### src/rtl/mem_line_ctrl.sv
// mem_line_ctrl: moves whole cache lines or single words between a cache and a
// word-wide SRAM with a fixed read latency.
//
// Ports:
//   clk, rst                      clock, asynchronous active-high reset
//   mem_w_line / mem_r_line       line write / line read request (level)
//   mem_w_one  / mem_r_one        single-word write / read request (level)
//   mem_addr                      word address from the cache
//   line_store                    write data (word ops use entry 0)
//   line_read                     read data (word reads fill entry 0 only)
//   mem_ready                     high only while idle
//   mem_done                      one-cycle completion pulse
//   sram_en/sram_we/sram_addr/sram_wdata/sram_rdata   SRAM port
//   proto_err                     sticky protocol-violation flag

`ifndef CACHE_SIZE
`define CACHE_SIZE 8
`endif
`ifndef CACHE_BITS
`define CACHE_BITS 3
`endif
`ifndef ADDR_SIZE
`define ADDR_SIZE 16
`endif

module mem_line_ctrl #(
    parameter int LINE_WORDS = `CACHE_SIZE,
    parameter int LINE_BITS  = `CACHE_BITS,
    parameter int ADDR_W     = `ADDR_SIZE,
    parameter int RD_LAT     = 2
) (
    input  logic                        clk,
    input  logic                        rst,
    input  logic                        mem_w_line,
    input  logic                        mem_r_line,
    input  logic                        mem_w_one,
    input  logic                        mem_r_one,
    input  logic [ADDR_W-1:0]           mem_addr,
    input  logic [LINE_WORDS-1:0][31:0] line_store,
    output logic [LINE_WORDS-1:0][31:0] line_read,
    output logic                        mem_ready,
    output logic                        mem_done,
    output logic                        sram_en,
    output logic                        sram_we,
    output logic [ADDR_W-1:0]           sram_addr,
    output logic [31:0]                 sram_wdata,
    input  logic [31:0]                 sram_rdata,
    output logic                        proto_err
);

    localparam int CW = LINE_BITS + 1;

    typedef enum logic [2:0] {S_IDLE, S_WRITE, S_READ, S_DONE, S_RELEASE} state_t;
    typedef enum logic [1:0] {OP_W_LINE, OP_R_LINE, OP_W_ONE, OP_R_ONE} op_t;

    state_t                      state, state_d;
    op_t                         op_q, op_sel;
    logic [ADDR_W-1:0]           addr_q;
    logic [LINE_WORDS-1:0][31:0] store_q;
    logic [CW-1:0]               issue_cnt, ret_cnt, n_words;
    logic [RD_LAT-1:0]           rd_pipe;
    logic [3:0]                  req, req_q, op_mask;
    logic [LINE_BITS-1:0]        idx;
    logic [ADDR_W-1:0]           word_addr;
    logic                        accept, is_line, sel_line, issue, capture, write_step;
    logic                        multi_req, stray_rise;

    // bit 0 has the highest priority
    assign req        = {mem_r_one, mem_w_one, mem_r_line, mem_w_line};
    assign is_line    = (op_q == OP_W_LINE) || (op_q == OP_R_LINE);
    assign sel_line   = (op_sel == OP_W_LINE) || (op_sel == OP_R_LINE);
    assign n_words    = is_line ? CW'(LINE_WORDS) : CW'(1);
    assign idx        = issue_cnt[LINE_BITS-1:0];
    // low address bits are replaced by the word index, so a line wraps within itself
    assign word_addr  = is_line ? {addr_q[ADDR_W-1:LINE_BITS], idx} : addr_q;
    // read pipe tap: a read issued RD_LAT cycles ago has its data on sram_rdata now
    assign capture    = (state == S_READ) && rd_pipe[RD_LAT-1];
    assign multi_req  = (req & (req - 4'd1)) != 4'd0;
    assign op_mask    = 4'b0001 << op_q;
    assign stray_rise = |((req & ~req_q) & ~op_mask);

    always_comb begin
        op_sel = OP_R_ONE;
        if (mem_w_line)      op_sel = OP_W_LINE;
        else if (mem_r_line) op_sel = OP_R_LINE;
        else if (mem_w_one)  op_sel = OP_W_ONE;
    end

    always_ff @(posedge clk or posedge rst) begin
        if (rst) state <= S_IDLE;
        else     state <= state_d;
    end

    always_comb begin
        state_d    = state;
        accept     = 1'b0;
        issue      = 1'b0;
        write_step = 1'b0;
        mem_ready  = 1'b0;
        mem_done   = 1'b0;
        sram_en    = 1'b0;
        sram_we    = 1'b0;
        sram_addr  = '0;
        sram_wdata = '0;
        case (state)
            S_IDLE: begin
                mem_ready = 1'b1;
                if (|req) begin
                    accept  = 1'b1;
                    state_d = (op_sel == OP_W_LINE || op_sel == OP_W_ONE) ? S_WRITE : S_READ;
                end
            end
            S_WRITE: begin
                write_step = 1'b1;
                sram_en    = 1'b1;
                sram_we    = 1'b1;
                sram_addr  = word_addr;
                sram_wdata = store_q[idx];
                if (issue_cnt == n_words - CW'(1)) state_d = S_DONE;
            end
            S_READ: begin
                if (issue_cnt < n_words) begin
                    issue     = 1'b1;
                    sram_en   = 1'b1;
                    sram_addr = word_addr;
                end
                if (capture && ret_cnt == n_words - CW'(1)) state_d = S_DONE;
            end
            S_DONE: begin
                mem_done = 1'b1;
                state_d  = S_RELEASE;
            end
            S_RELEASE: begin
                if (!(|req)) state_d = S_IDLE;
            end
            default: state_d = S_IDLE;
        endcase
    end

    always_ff @(posedge clk or posedge rst) begin
        if (rst) begin
            op_q      <= OP_W_LINE;
            addr_q    <= '0;
            store_q   <= '0;
            issue_cnt <= '0;
            ret_cnt   <= '0;
            rd_pipe   <= '0;
            req_q     <= '0;
            line_read <= '0;
            proto_err <= 1'b0;
        end else begin
            req_q      <= req;
            rd_pipe[0] <= issue;
            for (int unsigned i = 1; i < RD_LAT; i++) rd_pipe[i] <= rd_pipe[i-1];

            if (accept) begin
                op_q      <= op_sel;
                addr_q    <= sel_line ? {mem_addr[ADDR_W-1:LINE_BITS], {LINE_BITS{1'b0}}} : mem_addr;
                store_q   <= line_store;
                issue_cnt <= '0;
                ret_cnt   <= '0;
                if (multi_req) proto_err <= 1'b1;
            end

            if (write_step || issue) issue_cnt <= issue_cnt + CW'(1);

            if (capture) begin
                line_read[is_line ? ret_cnt[LINE_BITS-1:0] : '0] <= sram_rdata;
                ret_cnt <= ret_cnt + CW'(1);
            end

            if ((state == S_WRITE || state == S_READ || state == S_DONE) && stray_rise)
                proto_err <= 1'b1;
        end
    end

endmodule

### config.mk
export PLATFORM = sky130hd
export DESIGN_NAME = mem_line_ctrl
export DESIGN_NICKNAME = d
export VERILOG_FILES = /design/src/rtl/mem_line_ctrl.sv
export SDC_FILE = /design/constraint.sdc
export NUM_CORES = 1
export LEC_CHECK = 0
export CAP_MARGIN = 20
export CORE_AREA = 2 2 238 240
export DETAILED_ROUTE_END_ITERATION = 10
export DIE_AREA = 0 0 240 242
export PLACE_DENSITY = 0.77
export SLEW_MARGIN = 20
export SYNTH_ARGS = -nofsm -noshare
export SYNTH_HDL_FRONTEND = slang
export SYNTH_SLANG_ARGS = --single-unit
### constraint.sdc
create_clock -name clk -period 44.2 [get_ports clk]
set_clock_uncertainty 0.05 [all_clocks]
set_input_delay 13.26 -clock clk [delete_from_list [all_inputs] [get_ports clk]]
set_output_delay 13.26 -clock clk [all_outputs]
set_load 0.01 [all_outputs]
### Yosys cells after proc, flatten, opt, wreduce, memory -nomap -nowiden

Cells that the tools add are included.

| word-level totals | value |
|---|---|
| bits in registers | 548 |
| output and inout bits | 309 |

| operators by class | value |
|---|---|
| add/subtract/negate cells | 4 |
| order comparisons | 4 |
| equality and inequality tests | 13 |
| shifts and indexed selects | 1 |
| muxes and demuxes | 35 |
| bitwise operators | 5 |
| reduce and logical (&&, ||, !) cells | 22 |

Operators with widths:

| kind | count |
|---|---|
| $bwmux W256 | 1 |
| $bmux W32 S3 | 1 |
| $demux W32 S3 | 1 |
| $mux W32 | 3 |
| $pmux W16 S2 | 1 |
| $mux W3 | 7 |
| $mux W16 | 1 |
| $mux W4 | 4 |
| $pmux W3 S5 | 1 |
| $and A4 B4 Y4 | 3 |
| $mux W1 | 11 |
| $add A4 B1 Y4 const B | 2 |
| $eq A4 B4 Y1 | 2 |
| $lt A3 B4 Y1 const B | 2 |
| $ne A2 B2 Y1 const B | 4 |
| $not A4 Y4 | 2 |
| $reduce_bool A2 Y1 | 4 |
| $reduce_or A4 Y1 | 2 |
| $sub A4 B1 Y4 const B | 2 |
| $eq A3 B2 Y1 const B | 2 |
| $logic_or A1 B1 Y1 | 6 |
| $mux W2 | 3 |
| $eq A2 B1 Y1 const B | 2 |
| $logic_and A1 B1 Y1 | 4 |
| 12 further kinds | 13 |

### Depth between registers and ports, before layout

| depth | value |
|---|---|
| word-level depth | 8 |
| depth in mapped cells | 9 |
| gate-level depth less buffers | 6 |

### Worst setup path after synthesis

OpenSTA, ideal clock, no wires.

| path | value |
|---|---|
| path kind | register to output |
| start | register issue_cnt[0] |
| end | output sram_addr[0] |
| data arrival time | 2084 ps |
| data required time | 30890 ps |
| slack | 28806 ps |
| cell stages (with the launch flop) | 10 |
| buffers on the path | 3 |
| path through | dfrtp_1 -> buf_2 -> clkbuf_1 -> inv_1 -> ha_1 -> or3b_2 -> a21oi_2 -> or2_2 -> buf_4 -> nor2b_1 |

| on the way | value |
|---|---|
| cells in the longest elaborated chain, start to end | 3 |

RTL lines:

| what | RTL line | source |
|---|---|---|
| from (decl) | 60 | `logic [CW-1:0] issue_cnt, ret_cnt, n_words;` |
| from (signal assigned) | 165 | `if (write_step \|\| issue) issue_cnt <= issue_cnt + CW'(1);` |
| $lt A4 B4 Y1 / $mux W3 (equally long branches) | 122, 75 |  |
| $mux W16 | 122 | `if (issue_cnt < n_words) begin` |
| $pmux W16 S2 (*) | 105 | `case (state)` |
| to (decl) | 45 | `output logic [ADDR_W-1:0] sram_addr,` |

Every way passes the cells marked *; elsewhere a longest branch is shown, timed or not.

### Worst setup path after layout

| path | value |
|---|---|
| start | register issue_cnt[0] |
| end | output sram_wdata[21] |

| on the way | value |
|---|---|
| cells in the longest elaborated chain, start to end | 3 |

RTL lines:

| what | RTL line | source |
|---|---|---|
| $bmux W32 S3 | 118 | `sram_wdata = store_q[idx];` |
| $mux W32 (implied by the code) | 118 |  |
| $mux W32 | 105 |  |
| to (decl) | 46 | `output logic [31:0] sram_wdata,` |

No other way between the ends. The select of a mux whose other input is x is not followed.

==> metrics.txt <==
# TYPE chip_impl_metric gauge
chip_impl_metric{name="number_of_synthesized_flops_with_an_enable_pin",unit=""} 0
chip_impl_metric{name="worstPathMaxFanout",unit=""} 44
chip_impl_metric{name="clk_path_buf_depth",unit=""} 3
chip_impl_metric{name="globalplace.congestion",unit=""} 0.8582
chip_impl_metric{name="placeableCoreArea",unit="sq um"} 55730
chip_impl_info{name="worst-setup-path-type",value="reg -> out"} 1
chip_impl_metric{name="synth_seq_area_share",unit=""} 0.5978
chip_impl_metric{name="final_period_minus_worst_setup_slack",unit="ps"} 16970
chip_impl_metric{name="netSwitchingFraction",unit=""} 0.3288
chip_impl_metric{name="synth_largest_type_area_fraction",unit=""} 0.5978
chip_impl_metric{name="timing.final.max_slew_violations",unit=""} 0
chip_impl_metric{name="detail_route.drc_violations",unit=""} 0
chip_impl_metric{name="io_buffers",unit=""} 618
chip_impl_metric{name="area.growth.synth_to_final",unit="%"} 38.25
chip_impl_metric{name="p_comb_frac",unit=""} 0.337
chip_impl_info{name="worstSetupStartpointType",value="flop"} 1
chip_impl_metric{name="routed_wirelength",unit="mm"} 66.12
chip_impl_metric{name="p_int",unit="W"} 0.001267
chip_impl_metric{name="seqPwrFrac",unit=""} 0.392
chip_impl_metric{name="ys_seq_elements",unit=""} 548
chip_impl_metric{name="warning_count_from_the_yosys_run",unit=""} 0
chip_impl_metric{name="via_count",unit=""} 17076
chip_impl_info{name="rsz_0062_raised_after_global_routing",value="false"} 1
chip_impl_metric{name="die_y",unit="microns"} 242
chip_impl_metric{name="worst_ep_required_time",unit="ps"} 30890
chip_impl_metric{name="placement.cell_area",unit="sq um"} 29650
chip_impl_metric{name="synthArstFlopShare",unit=""} 1.000
chip_impl_info{name="status",value="finished clean"} 1
chip_impl_metric{name="post_cts.repair.setup_buffers",unit=""} 0
chip_impl_metric{name="grt-ovfl-total",unit=""} 0
chip_impl_metric{name="final_net_count",unit=""} 2875
chip_impl_info{name="reg2reg_to",value="store_q[140]"} 1
chip_impl_metric{name="largest_net_degree_at_the_start_of_global_routing",unit=""} 188
chip_impl_metric{name="cts.htree.levels",unit=""} 2
chip_impl_metric{name="ioPinCount",unit=""} 619
chip_impl_info{name="startpoint_of_the_most_critical_setup_path",value="issue_cnt[0]"} 1
chip_impl_metric{name="r2r_cells",unit=""} 6
chip_impl_metric{name="routed_wire_length_per_instance",unit="microns"} 19.66
chip_impl_metric{name="synth.cell_area",unit="sq um"} 22940
chip_impl_metric{name="postSynthCellCount",unit=""} 1980
chip_impl_info{name="critical_path_sink_type",value="output port"} 1
chip_impl_metric{name="power.density",unit="nW/um^2"} 59.55
chip_impl_metric{name="vdd_ir_drop_max",unit="V"} 0.00003790
chip_impl_metric{name="grt_pass1_wl",unit="mm"} 101.2
chip_impl_info{name="netlist.top_cell.by_area",value="sky130_fd_sc_hd__dfrtp_1"} 1
chip_impl_metric{name="cts.repair.resized",unit=""} 0
chip_impl_metric{name="worst_max_slew_pin_slew",unit="ps"} 1068
chip_impl_metric{name="synth.net_count",unit=""} 2297
chip_impl_metric{name="clock_sink_count",unit=""} 548
chip_impl_metric{name="worst_ep_arrival_time",unit="ps"} 3660
chip_impl_metric{name="post_cts_hold_buffer_count",unit=""} 0
chip_impl_info{name="class_of_the_tightest_hold_or_removal_check",value="reg -> reg"} 1
chip_impl_metric{name="design.die.area",unit="sq um"} 58080
chip_impl_metric{name="post-route-cell-area",unit="sq um"} 31720
chip_impl_metric{name="synth.avg_cell_area",unit="sq um"} 11.59
chip_impl_metric{name="die_width",unit="microns"} 240
chip_impl_metric{name="max_clock_freq",unit="GHz"} 0.05892
chip_impl_metric{name="initial_core_util",unit=""} 0.4116
chip_impl_metric{name="fill_cells",unit=""} 4539
chip_impl_info{name="worst_setup_path_endpoint",value="sram_wdata[21]"} 1
chip_impl_metric{name="grt_antenna_before_repair",unit=""} 14
chip_impl_metric{name="regToRegSetupSlack",unit="ps"} 39960
chip_impl_metric{name="globalRouteTotalUtil",unit=""} 0.2243
chip_impl_metric{name="worstHoldPathCells",unit=""} 0
chip_impl_metric{name="numCtsBuffers",unit=""} 55
chip_impl_metric{name="hold_violations",unit=""} 0
chip_impl_metric{name="rows",unit=""} 87
chip_impl_metric{name="slew_headroom",unit=""} 0.2881
chip_impl_metric{name="grt_pass1_vias",unit=""} 17715
chip_impl_metric{name="maxcap_violations",unit=""} 0
chip_impl_metric{name="drive_above_1_share",unit=""} 0.1598
chip_impl_info{name="cts_root_buffer",value="sky130_fd_sc_hd__clkbuf_16"} 1
chip_impl_metric{name="synth.distinct_cells",unit=""} 49
chip_impl_metric{name="post-layout-total-power",unit="W"} 0.001889
chip_impl_info{name="synth_area_leaders",value="sky130_fd_sc_hd__dfrtp_1, sky130_fd_sc_hd__nand2_1, sky130_fd_sc_hd__mux2_2"} 1
chip_impl_metric{name="p_leak",unit="nW"} 14.81
chip_impl_metric{name="period_share",unit=""} 0.3840
chip_impl_info{name="worstReg2RegStart",value="state[1]"} 1
chip_impl_metric{name="setup_viol_count_final",unit=""} 0
chip_impl_metric{name="cts.clk_slew.worst_paths",unit="ps"} 60
chip_impl_metric{name="routed_via_density",unit=""} 5.078
chip_impl_metric{name="setup_tns_after_final_layout",unit="ps"} 0
chip_impl_metric{name="drt_iter0_markers",unit=""} 1132
chip_impl_metric{name="post_detailed_placement_half_perimeter_wirelength",unit="mm"} 45.89
chip_impl_metric{name="p_switching",unit="W"} 0.0006210
chip_impl_metric{name="post_drt_antenna_nets",unit=""} 0
chip_impl_info{name="tritoncts",value="done"} 1
chip_impl_metric{name="drtPass1Iterations",unit=""} 5
chip_impl_metric{name="clock_latency_of_the_later_clocked_register_in_the_worst_skew_pair",unit="ps"} 590
chip_impl_info{name="ys.flop_type",value="sky130_fd_sc_hd__dfrtp_1"} 1
chip_impl_metric{name="clkPwrFrac",unit=""} 0.270
[critical path, stage by stage, from the launching register on]
cell and delay [ps]:
sky130_fd_sc_hd__dfrtp_4 730, sky130_fd_sc_hd__buf_4 780, sky130_fd_sc_hd__mux4_2 610, sky130_fd_sc_hd__mux2i_1 230
sky130_fd_sc_hd__nor2_1 100, sky130_fd_sc_hd__clkdlybuf4s50_1 520
[final cells by class]
type / instances / area, sq um / share of cell area
sequential: 548 / 13720 / 0.4326
clock inverter: 18 / 297.8 / 0.009389
multi-input combinational: 1311 / 8630 / 0.2721
inverter: 5 / 26.28 / 0.0008285
clock buffer: 84 / 1718 / 0.05417
antenna: 4 / 10.01 / 0.0003156
tap: 756 / 945.9 / 0.02982
timing repair buffer: 637 / 6369 / 0.2008
[cells in the mapped netlist (2+ instances only)]
cell type,n
sky130_fd_sc_hd__nand2_1,829
sky130_fd_sc_hd__and2_1,14
sky130_fd_sc_hd__nor2b_1,7
sky130_fd_sc_hd__a31oi_1,2
sky130_fd_sc_hd__mux2_2,217
sky130_fd_sc_hd__a21oi_1,7
sky130_fd_sc_hd__o21ai_0,13
sky130_fd_sc_hd__nand3b_2,2
sky130_fd_sc_hd__dfrtp_1,548
sky130_fd_sc_hd__ha_1,7
sky130_fd_sc_hd__inv_1,5
sky130_fd_sc_hd__mux2_1,39
sky130_fd_sc_hd__mux2i_1,36
sky130_fd_sc_hd__nand3_1,5
sky130_fd_sc_hd__buf_6,7
sky130_fd_sc_hd__buf_1,5
sky130_fd_sc_hd__nor3b_4,2
sky130_fd_sc_hd__nor2_1,37
sky130_fd_sc_hd__clkbuf_1,20
sky130_fd_sc_hd__o31ai_1,2
sky130_fd_sc_hd__buf_4,5
sky130_fd_sc_hd__buf_2,79
sky130_fd_sc_hd__or4_1,2
sky130_fd_sc_hd__nor3_1,2
sky130_fd_sc_hd__mux4_2,64
[flip-flops by register name, summed over array words and instances (netlist names)]
signal,flops
req_q,4
ret_cnt,4
proto_err,1
addr_q,16
rd_pipe,2
state,3
store_q,256
line_read,256
issue_cnt,4
op_q,2
[logic make-up after synthesis]
family / share of synthesized area
adders and majority gates: 0.003818
and+or+nand+nor: 0.1592
DFF: 0.5978
xor gates and xnor gates: 0.0003819
muxes: 0.2042
buffers and inverters: 0.02722
AOI/OAI and AO/OA: 0.007417
[worst min path at each step]
stage | start | to
3_3_place_gp | rd_pipe[0] | rd_pipe[1]
3_5_place_dp | rd_pipe[0] | rd_pipe[1]
2_1_floorplan | rd_pipe[0] | rd_pipe[1]
4_1_cts | rd_pipe[0] | rd_pipe[1]
5_1_grt | rd_pipe[0] | rd_pipe[1]
6_report | rd_pipe[0] | rd_pipe[1]
[layer usage]
layer	vias to the layer above	track usage	wire, microns	share of wire
met2	691	0.3718	32180	0.49
met3	131	0.06643	5695	0.086
li1	7675	-	-	-
met1	8563	0.2792	25890	0.39
met4	16	0.07782	2255	0.034
met5	-	0	95	0.0014
[cell usage in the layout, fill, tap and decap left out, types with 2 or more instances in the layout]
cell                              instances
sky130_fd_sc_hd__a21oi_1                  7
sky130_fd_sc_hd__a31oi_1                  2
sky130_fd_sc_hd__and2_1                  13
sky130_fd_sc_hd__buf_4                   15
sky130_fd_sc_hd__buf_6                    2
sky130_fd_sc_hd__bufinv_16                8
sky130_fd_sc_hd__clkbuf_1                 8
sky130_fd_sc_hd__clkbuf_16               57
sky130_fd_sc_hd__clkbuf_8                19
sky130_fd_sc_hd__clkdlybuf4s50_1        618
sky130_fd_sc_hd__clkinv_2                 7
sky130_fd_sc_hd__clkinvlp_4               3
sky130_fd_sc_hd__dfrtp_1                545
sky130_fd_sc_hd__dfrtp_2                  2
sky130_fd_sc_hd__diode_2                  4
sky130_fd_sc_hd__ha_1                     7
sky130_fd_sc_hd__inv_1                    4
sky130_fd_sc_hd__mux2_1                  39
sky130_fd_sc_hd__mux2_2                 217
sky130_fd_sc_hd__mux2i_1                 36
sky130_fd_sc_hd__mux4_2                  64
sky130_fd_sc_hd__nand2_1                827
sky130_fd_sc_hd__nand3_1                  5
sky130_fd_sc_hd__nor2_1                  37
sky130_fd_sc_hd__nor2b_1                  7
sky130_fd_sc_hd__nor3_1                   2
sky130_fd_sc_hd__nor3b_4                  2
sky130_fd_sc_hd__o21ai_0                 13
sky130_fd_sc_hd__o31ai_1                  2
sky130_fd_sc_hd__or4_1                    2
[power by group through the flow]
stage	clock [W]	combinational, W	sequential, W
after CTS	0.000520	0.000642	0.000740
final	0.000511	0.000637	0.000741
after global routing	0.000540	0.000698	0.000757
after floorplan	0	0.000417	0.000722
after global placement	0	0.000616	0.000736
after detailed placement	0	0.000636	0.000746
[stage by stage]
stage | instances | setup WS, ps | util | hold slack (ps)
finish | 3363 | 27230 | 0.5691 | 300.7
global route | 3361 | 26940 | 0.5690 | 312.9
CTS | 3358 | 27080 | 0.5682 | 299.7
detailed placement | 3256 | 26910 | 0.5321 | 285.6
global placement | 3256 | 27060 | 0.5319 | 281.7
floorplan | 1980 | 15570 | - | 281.2
Note: power is estimated with default switching activity, not from simulation.
